==> src/rtl/ptp_rtc_counter_pkg.sv <==
// Shared PTPv2 time-base definitions: field widths, nanosecond modulus and
// the normalisation helper used by the RTC accumulator.
package ptp_rtc_counter_pkg;

    localparam int SEC_W     = 48;
    localparam int NS_W      = 32;
    localparam int FNS_W     = 16;
    localparam int INCR_NS_W = 8;
    localparam int ACC_W     = 34;

    localparam int RTC_NS_PER_SEC = 1000000000;

    typedef enum logic [1:0] {
        STEP_NONE = 2'd0,
        STEP_UP   = 2'd1,
        STEP_DOWN = 2'd2
    } sec_step_e;

    typedef enum logic {
        PPS_IDLE = 1'b0,
        PPS_HIGH = 1'b1
    } pps_state_e;

    typedef struct packed {
        logic [NS_W-1:0] ns;
        sec_step_e       step;
    } ns_norm_t;

    // The accumulator is bounded to (-modulus, 2*modulus), so a single add or
    // subtract of the modulus always lands back in [0, modulus).
    function automatic ns_norm_t normalise_ns(input logic signed [ACC_W-1:0] t,
                                              input logic signed [ACC_W-1:0] modulus);
        ns_norm_t                r;
        logic signed [ACC_W-1:0] v;
        if (t >= modulus) begin
            v      = t - modulus;
            r.step = STEP_UP;
        end else if (t[ACC_W-1]) begin
            v      = t + modulus;
            r.step = STEP_DOWN;
        end else begin
            v      = t;
            r.step = STEP_NONE;
        end
        r.ns = v[NS_W-1:0];
        return r;
    endfunction

endpackage

==> src/rtl/ptp_rtc_counter_pps_gen.sv <==
// 1PPS pulse generator: a seconds tick starts (or restarts) a pulse that stays
// high for the programmed number of clock cycles.
module rtc_pps_gen
    import ptp_rtc_counter_pkg::*;
#(
    parameter int PPS_W_BITS = 24
) (
    input  logic                  clk,
    input  logic                  rst,
    input  logic                  sec_tick,
    input  logic [PPS_W_BITS-1:0] pps_width,
    output logic                  pps
);

    pps_state_e            state_q;
    logic [PPS_W_BITS-1:0] cnt_q;
    logic [PPS_W_BITS-1:0] width_eff;

    // A programmed width of zero still has to produce a visible pulse.
    assign width_eff = (pps_width == '0) ? PPS_W_BITS'(1) : pps_width;

    always_ff @(posedge clk) begin
        if (rst) begin
            state_q <= PPS_IDLE;
            cnt_q   <= '0;
            pps     <= 1'b0;
        end else if (sec_tick) begin
            state_q <= PPS_HIGH;
            cnt_q   <= width_eff;
            pps     <= 1'b1;
        end else begin
            case (state_q)
                PPS_HIGH: begin
                    if (cnt_q <= PPS_W_BITS'(1)) begin
                        state_q <= PPS_IDLE;
                        cnt_q   <= '0;
                        pps     <= 1'b0;
                    end else begin
                        cnt_q <= cnt_q - PPS_W_BITS'(1);
                    end
                end
                default: begin
                    cnt_q <= '0;
                    pps   <= 1'b0;
                end
            endcase
        end
    end

endmodule

==> src/rtl/ptp_rtc_counter.sv <==
// PTPv2 real-time clock: seconds / nanoseconds / fractional-ns accumulator with
// frequency trim, time step load, signed phase adjust and 1PPS output.
module ptp_rtc_counter
    import ptp_rtc_counter_pkg::*;
#(
    parameter int PPS_W_BITS = 24,
    parameter int NS_PER_SEC = RTC_NS_PER_SEC
) (
    input  logic                  rtc_clk,
    input  logic                  rtc_rst,
    input  logic                  rtc_en_i,
    input  logic [INCR_NS_W-1:0]  incr_ns_i,
    input  logic [FNS_W-1:0]      incr_fns_i,
    input  logic                  ld_i,
    input  logic [SEC_W-1:0]      ld_sec_i,
    input  logic [NS_W-1:0]       ld_ns_i,
    input  logic [FNS_W-1:0]      ld_fns_i,
    input  logic                  adj_i,
    input  logic [NS_W-1:0]       adj_ns_i,
    input  logic [PPS_W_BITS-1:0] pps_width_i,
    output logic [SEC_W+NS_W-1:0] rtc_std_o,
    output logic [FNS_W-1:0]      rtc_fns_o,
    output logic                  sec_tick_o,
    output logic                  pps_o,
    output logic                  cfg_err_o
);

    localparam logic signed [ACC_W-1:0] MOD_ACC = ACC_W'(NS_PER_SEC);
    localparam logic [NS_W-1:0]         MOD_NS  = NS_W'(NS_PER_SEC);

    logic [SEC_W-1:0] sec_q;
    logic [NS_W-1:0]  ns_q;
    logic [FNS_W-1:0] fns_q;
    logic             sec_tick_q;
    logic             cfg_err_q;

    logic                    ld_ok;
    logic                    ld_bad;
    logic                    adj_req;
    logic                    adj_ok;
    logic                    adj_bad;
    logic signed [ACC_W-1:0] adj_ext;
    logic [ACC_W-1:0]        adj_term;
    logic [ACC_W-1:0]        incr_term;
    logic [FNS_W:0]          fns_sum;
    logic signed [ACC_W-1:0] t_acc;
    ns_norm_t                norm;
    logic [SEC_W-1:0]        sec_nxt;

    assign ld_ok   = ld_i && (ld_ns_i < MOD_NS);
    assign ld_bad  = ld_i && !(ld_ns_i < MOD_NS);

    // A load in the same cycle always pre-empts the adjust, even a rejected load.
    assign adj_req = adj_i && !ld_i;
    assign adj_ext = ACC_W'(signed'(adj_ns_i));
    assign adj_ok  = (adj_ext > -MOD_ACC) && (adj_ext < MOD_ACC);
    assign adj_bad = adj_req && !adj_ok;

    always_comb begin
        fns_sum   = {1'b0, fns_q};
        incr_term = '0;
        adj_term  = '0;
        if (rtc_en_i) begin
            fns_sum   = {1'b0, fns_q} + {1'b0, incr_fns_i};
            incr_term = ACC_W'(incr_ns_i) + ACC_W'(fns_sum[FNS_W]);
        end
        if (adj_req && adj_ok) begin
            adj_term = adj_ext;
        end
        t_acc = ACC_W'(ns_q) + incr_term + adj_term;
    end

    assign norm = normalise_ns(t_acc, MOD_ACC);

    always_comb begin
        case (norm.step)
            STEP_UP:   sec_nxt = sec_q + SEC_W'(1);
            STEP_DOWN: sec_nxt = sec_q - SEC_W'(1);
            default:   sec_nxt = sec_q;
        endcase
    end

    always_ff @(posedge rtc_clk) begin
        if (rtc_rst) begin
            sec_q      <= '0;
            ns_q       <= '0;
            fns_q      <= '0;
            sec_tick_q <= 1'b0;
            cfg_err_q  <= 1'b0;
        end else begin
            cfg_err_q <= ld_bad || adj_bad;
            if (ld_ok) begin
                sec_q      <= ld_sec_i;
                ns_q       <= ld_ns_i;
                fns_q      <= ld_fns_i;
                sec_tick_q <= 1'b0;
            end else begin
                sec_q      <= sec_nxt;
                ns_q       <= norm.ns;
                fns_q      <= fns_sum[FNS_W-1:0];
                sec_tick_q <= (norm.step == STEP_UP);
            end
        end
    end

    rtc_pps_gen #(
        .PPS_W_BITS (PPS_W_BITS)
    ) u_pps_gen (
        .clk       (rtc_clk),
        .rst       (rtc_rst),
        .sec_tick  (sec_tick_q),
        .pps_width (pps_width_i),
        .pps       (pps_o)
    );

    assign rtc_std_o  = {sec_q, ns_q};
    assign rtc_fns_o  = fns_q;
    assign sec_tick_o = sec_tick_q;
    assign cfg_err_o  = cfg_err_q;

endmodule

==> config.mk <==
export PLATFORM = sky130hd
export DESIGN_NAME = ptp_rtc_counter
export DESIGN_NICKNAME = d
export VERILOG_FILES = /design/src/rtl/ptp_rtc_counter_pkg.sv /design/src/rtl/ptp_rtc_counter_pps_gen.sv /design/src/rtl/ptp_rtc_counter.sv
export SDC_FILE = /design/constraint.sdc
export NUM_CORES = 1
export LEC_CHECK = 0
export BUFFER_PORTS_ARGS = -buffer_cell sky130_fd_sc_hd__buf_4
export CAP_MARGIN = 20
export CORE_UTILIZATION = 55
export CTS_CLUSTER_SIZE = 40
export DETAILED_ROUTE_END_ITERATION = 10
export GPL_ROUTABILITY_DRIVEN = 1
export PLACE_DENSITY = 0.81
export SLEW_MARGIN = 20
export SYNTH_ARGS = -nofsm -noshare
export SYNTH_HDL_FRONTEND = slang
export SYNTH_SLANG_ARGS = --single-unit
==> constraint.sdc <==
create_clock -name rtc_clk -period 16.3 [get_ports rtc_clk]
set_clock_uncertainty 0.2 [all_clocks]
set_input_delay 0.815 -clock rtc_clk [delete_from_list [all_inputs] [get_ports rtc_clk]]
set_output_delay 0.815 -clock rtc_clk [all_outputs]
set_load 0.005 [all_outputs]
==> impl_metrics.json <==
{
  "outcome": "finished clean",
  "synth_enable_flop_cells": 0,
  "end_kind": "register",
  "fill_cells": 1857,
  "required_ns": 16.44,
  "power_uw": 1756,
  "yosys-top-cells-area": "dfxtp_1 21%, ha_1 8.2%, nor2_1 5.7%",
  "criticalPathCategory": "in2reg",
  "grt_max_degree": 78,
  "setup_viol": 0,
  "groute.usage.overall_pct": 35.10,
  "hold_viol_final": 0,
  "core-area_mm2": 0.02115,
  "maxSlewHeadroom_pct": 33.00,
  "syn-num-nets": 1879,
  "crit_path_start_kind": "input port",
  "synth_top_area_share_pct": 20.80,
  "yosysUniqueCellTypes": 94,
  "gp_routability_congestion": 0.9862,
  "p_leak_uw": 0.006347,
  "period_share_pct": 58.76,
  "nets": 2093,
  "worst_slew_pin_slew_ns": 1.001,
  "syn_inst": 1609,
  "ys_warn_count": 0,
  "portBuffers": 279,
  "synthFlopType": "dfxtp_1",
  "hp-class": "reg2reg",
  "postRouteAntennaNets": 0,
  "root_buffer": "clkbuf_16",
  "area_growth_pct": 23.24,
  "cts_resized": 0,
  "drv_cap": 0,
  "clock.fmax_mhz": 104.4,
  "grt_pass1_vias": 12435,
  "grt_overflow": 0,
  "post-cts-setup-buffers": 0,
  "num_rows": 53,
  "pin_count": 280,
  "hold_buffers": 0,
  "start_util_pct": 56.41,
  "yosys.area.top_type": "dfxtp_1",
  "fin_util_pct": 69.52,
  "die_w_um": 149.3,
  "htree_num_levels": 4,
  "die_area_mm2": 0.02229,
  "cts_buffer_depth": 2,
  "cts_made_buffers": 17,
  "seq_area_mm2": 0.002482,
  "multi_input_area_mm2": 0.008960,
  "worstPathArrival_ns": 9.72,
  "clkSlewWorstSetupHoldPaths_ns": 0.07,
  "routedWlPerCell_um": 18.97,
  "cts_sinks": 124,
  "rsz0062_at_grt": "false",
  "ys_seq_area_share_pct": 20.80,
  "finalCriticalPeriod_ns": 9.577,
  "clk_latency_ns": 0.44,
  "syn_area_mm2": 0.01193,
  "drv_slew": 0,
  "ys_ff_latch": 124,
  "vdd_ir_drop_max_mv": 0.09673,
  "slowest_stage": "a2111oi_2",
  "drt_iter0_markers": 931,
  "die_h_um": 149.3,
  "synth_area_per_cell_um2": 7.416,
  "antenna_found_initial": 1,
  "grt_pass1_wl_um": 62460,
  "pwr_density_cell_mw_per_mm2": 119.4,
  "cts_tree": "built",
  "vias": 13356,
  "crit_fanout": 13,
  "finalSetupTns_ns": 0,
  "hpwl_um": 30080,
  "dr.pass1.iters": 5,
  "vias_per_cell": 6.324,
  "drive_gt1_share_pct": 20.26,
  "drc": 0,
  "critPathMaxStageDelay_ns": 0.68,
  "async_flop_share_pct": 0,
  "wl_um": 40070
}
==> area by class of cell <==
class / count / area share, %
diodes: 1 / 0.01702
clock buffers: 17 / 2.893
clock inverters: 15 / 1.140
inverters: 39 / 0.9955
multi-input cells: 1351 / 60.93
flip-flops and latches: 124 / 16.88
well taps: 275 / 2.340
repair buffers: 290 / 14.80
==> critical path, delay by kind of cell <==
family | cells | cell delay, ns
AOI/OAI and AO/OA | 18 | 4.53
xor gates and xnor gates | 2 | 0.23
adders and majority gates | 6 | 1.96
buffers and inverters | 3 | 0.37
and+or+nand+nor | 12 | 1.82
==> synthesized netlist by cell type (10+ instances only) <==
cell      instances
clkbuf_1         71
nand3_1          44
nor4_1           32
fa_1             11
or2_2            11
and3_1           21
nand2_1         136
mux2i_1          22
o211ai_1         10
nor2_1          181
or3_1            37
a21oi_1         134
ha_1             78
nand4_1          33
inv_1            39
buf_2            13
a211oi_1         38
and2_1           43
xor2_1           42
a31oi_1          23
or4_1            12
a21o_1           27
nor3_1           52
dfxtp_1         124
a22oi_1          24
o21ai_0          91
xnor2_1          76
a311oi_1         15
==> layout by cell type (no fill, tap or decap), types with 9 or more instances in the layout <==
master,instances
xnor2_1,76
and2_1,42
o21ai_0,91
nand2_1,135
or4_1,12
or3_1,37
a22oi_1,24
a211oi_1,38
or2_2,11
a311oi_1,15
nor2_1,179
dfxtp_1,124
ha_1,78
a21oi_1,133
o211ai_1,10
nand3_1,44
o21bai_1,9
a31oi_1,23
inv_1,39
nor3_1,52
nand4_1,33
mux2i_1,22
fa_1,11
xor2_1,42
nor4_1,32
clkbuf_16,17
buf_4,290
and3_1,21
a21o_1,27
==> worst paths after layout <==
kind	start	to	slack [ns]	cells past startpoint
max reg2reg	rtc_fns_o[0]	sec_q[38]	6.90	40
max	incr_fns_i[0]	sec_q[38]	6.72	41
min	u_pps_gen.pps	u_pps_gen.pps	0.28	1
min reg2reg	u_pps_gen.pps	u_pps_gen.pps	0.28	1
==> per-stage QoR <==
step | area, um2 | hold slack (ns) | setup slack (ns) | instances
after floorplan | 11930 | 0.2645 | 6.951 | 1609
after global placement | 14100 | 0.2503 | 6.705 | 2079
after detailed placement | 14100 | 0.2684 | 6.455 | 2079
after CTS | 14700 | 0.2848 | 6.857 | 2111
after global routing | 14700 | 0.3015 | 6.196 | 2111
final | 14710 | 0.2793 | 6.723 | 2112
==> logic make-up (layout without fill, tap and decap cells) <==
group	Yosys count	in the layout	share of synthesized area [%]
adder cells (fa/ha/maj)	89	89	10.02
AO/OA/AOI/OAI	476	476	26.80
other	0	1	0
buffers and inverters	134	361	4.519
AND/OR/NAND/NOR	642	642	26.97
multiplexers	26	26	2.223
flip-flops	124	124	20.80
XOR/XNOR	118	118	8.661
==> sequential cells by signal (all words and copies together) (netlist names) <==
register,flops
u_pps_gen.state_q,1
rtc_fns_o,16
cfg_err_o,1
sec_q,48
u_pps_gen.cnt_q,24
sec_tick_o,1
u_pps_gen.pps,1
ns_q,32
==> per-layer routing <==
metal  routed length [um]  global-route usage, %
met1                16950                  45.54
met2                18760                  57.70
met3                 3064                  5.596
met4                 1306                  14.34
met5                    0                      0
==> report_power, final <==
group / total, uW / internal [uW] / switching [uW]
clock: 397 / 218 / 179
combinational: 926 / 383 / 542
sequential: 433 / 365 / 68.0
total: 1760 / 967 / 789
Note: power is estimated with default switching activity, not from simulation.
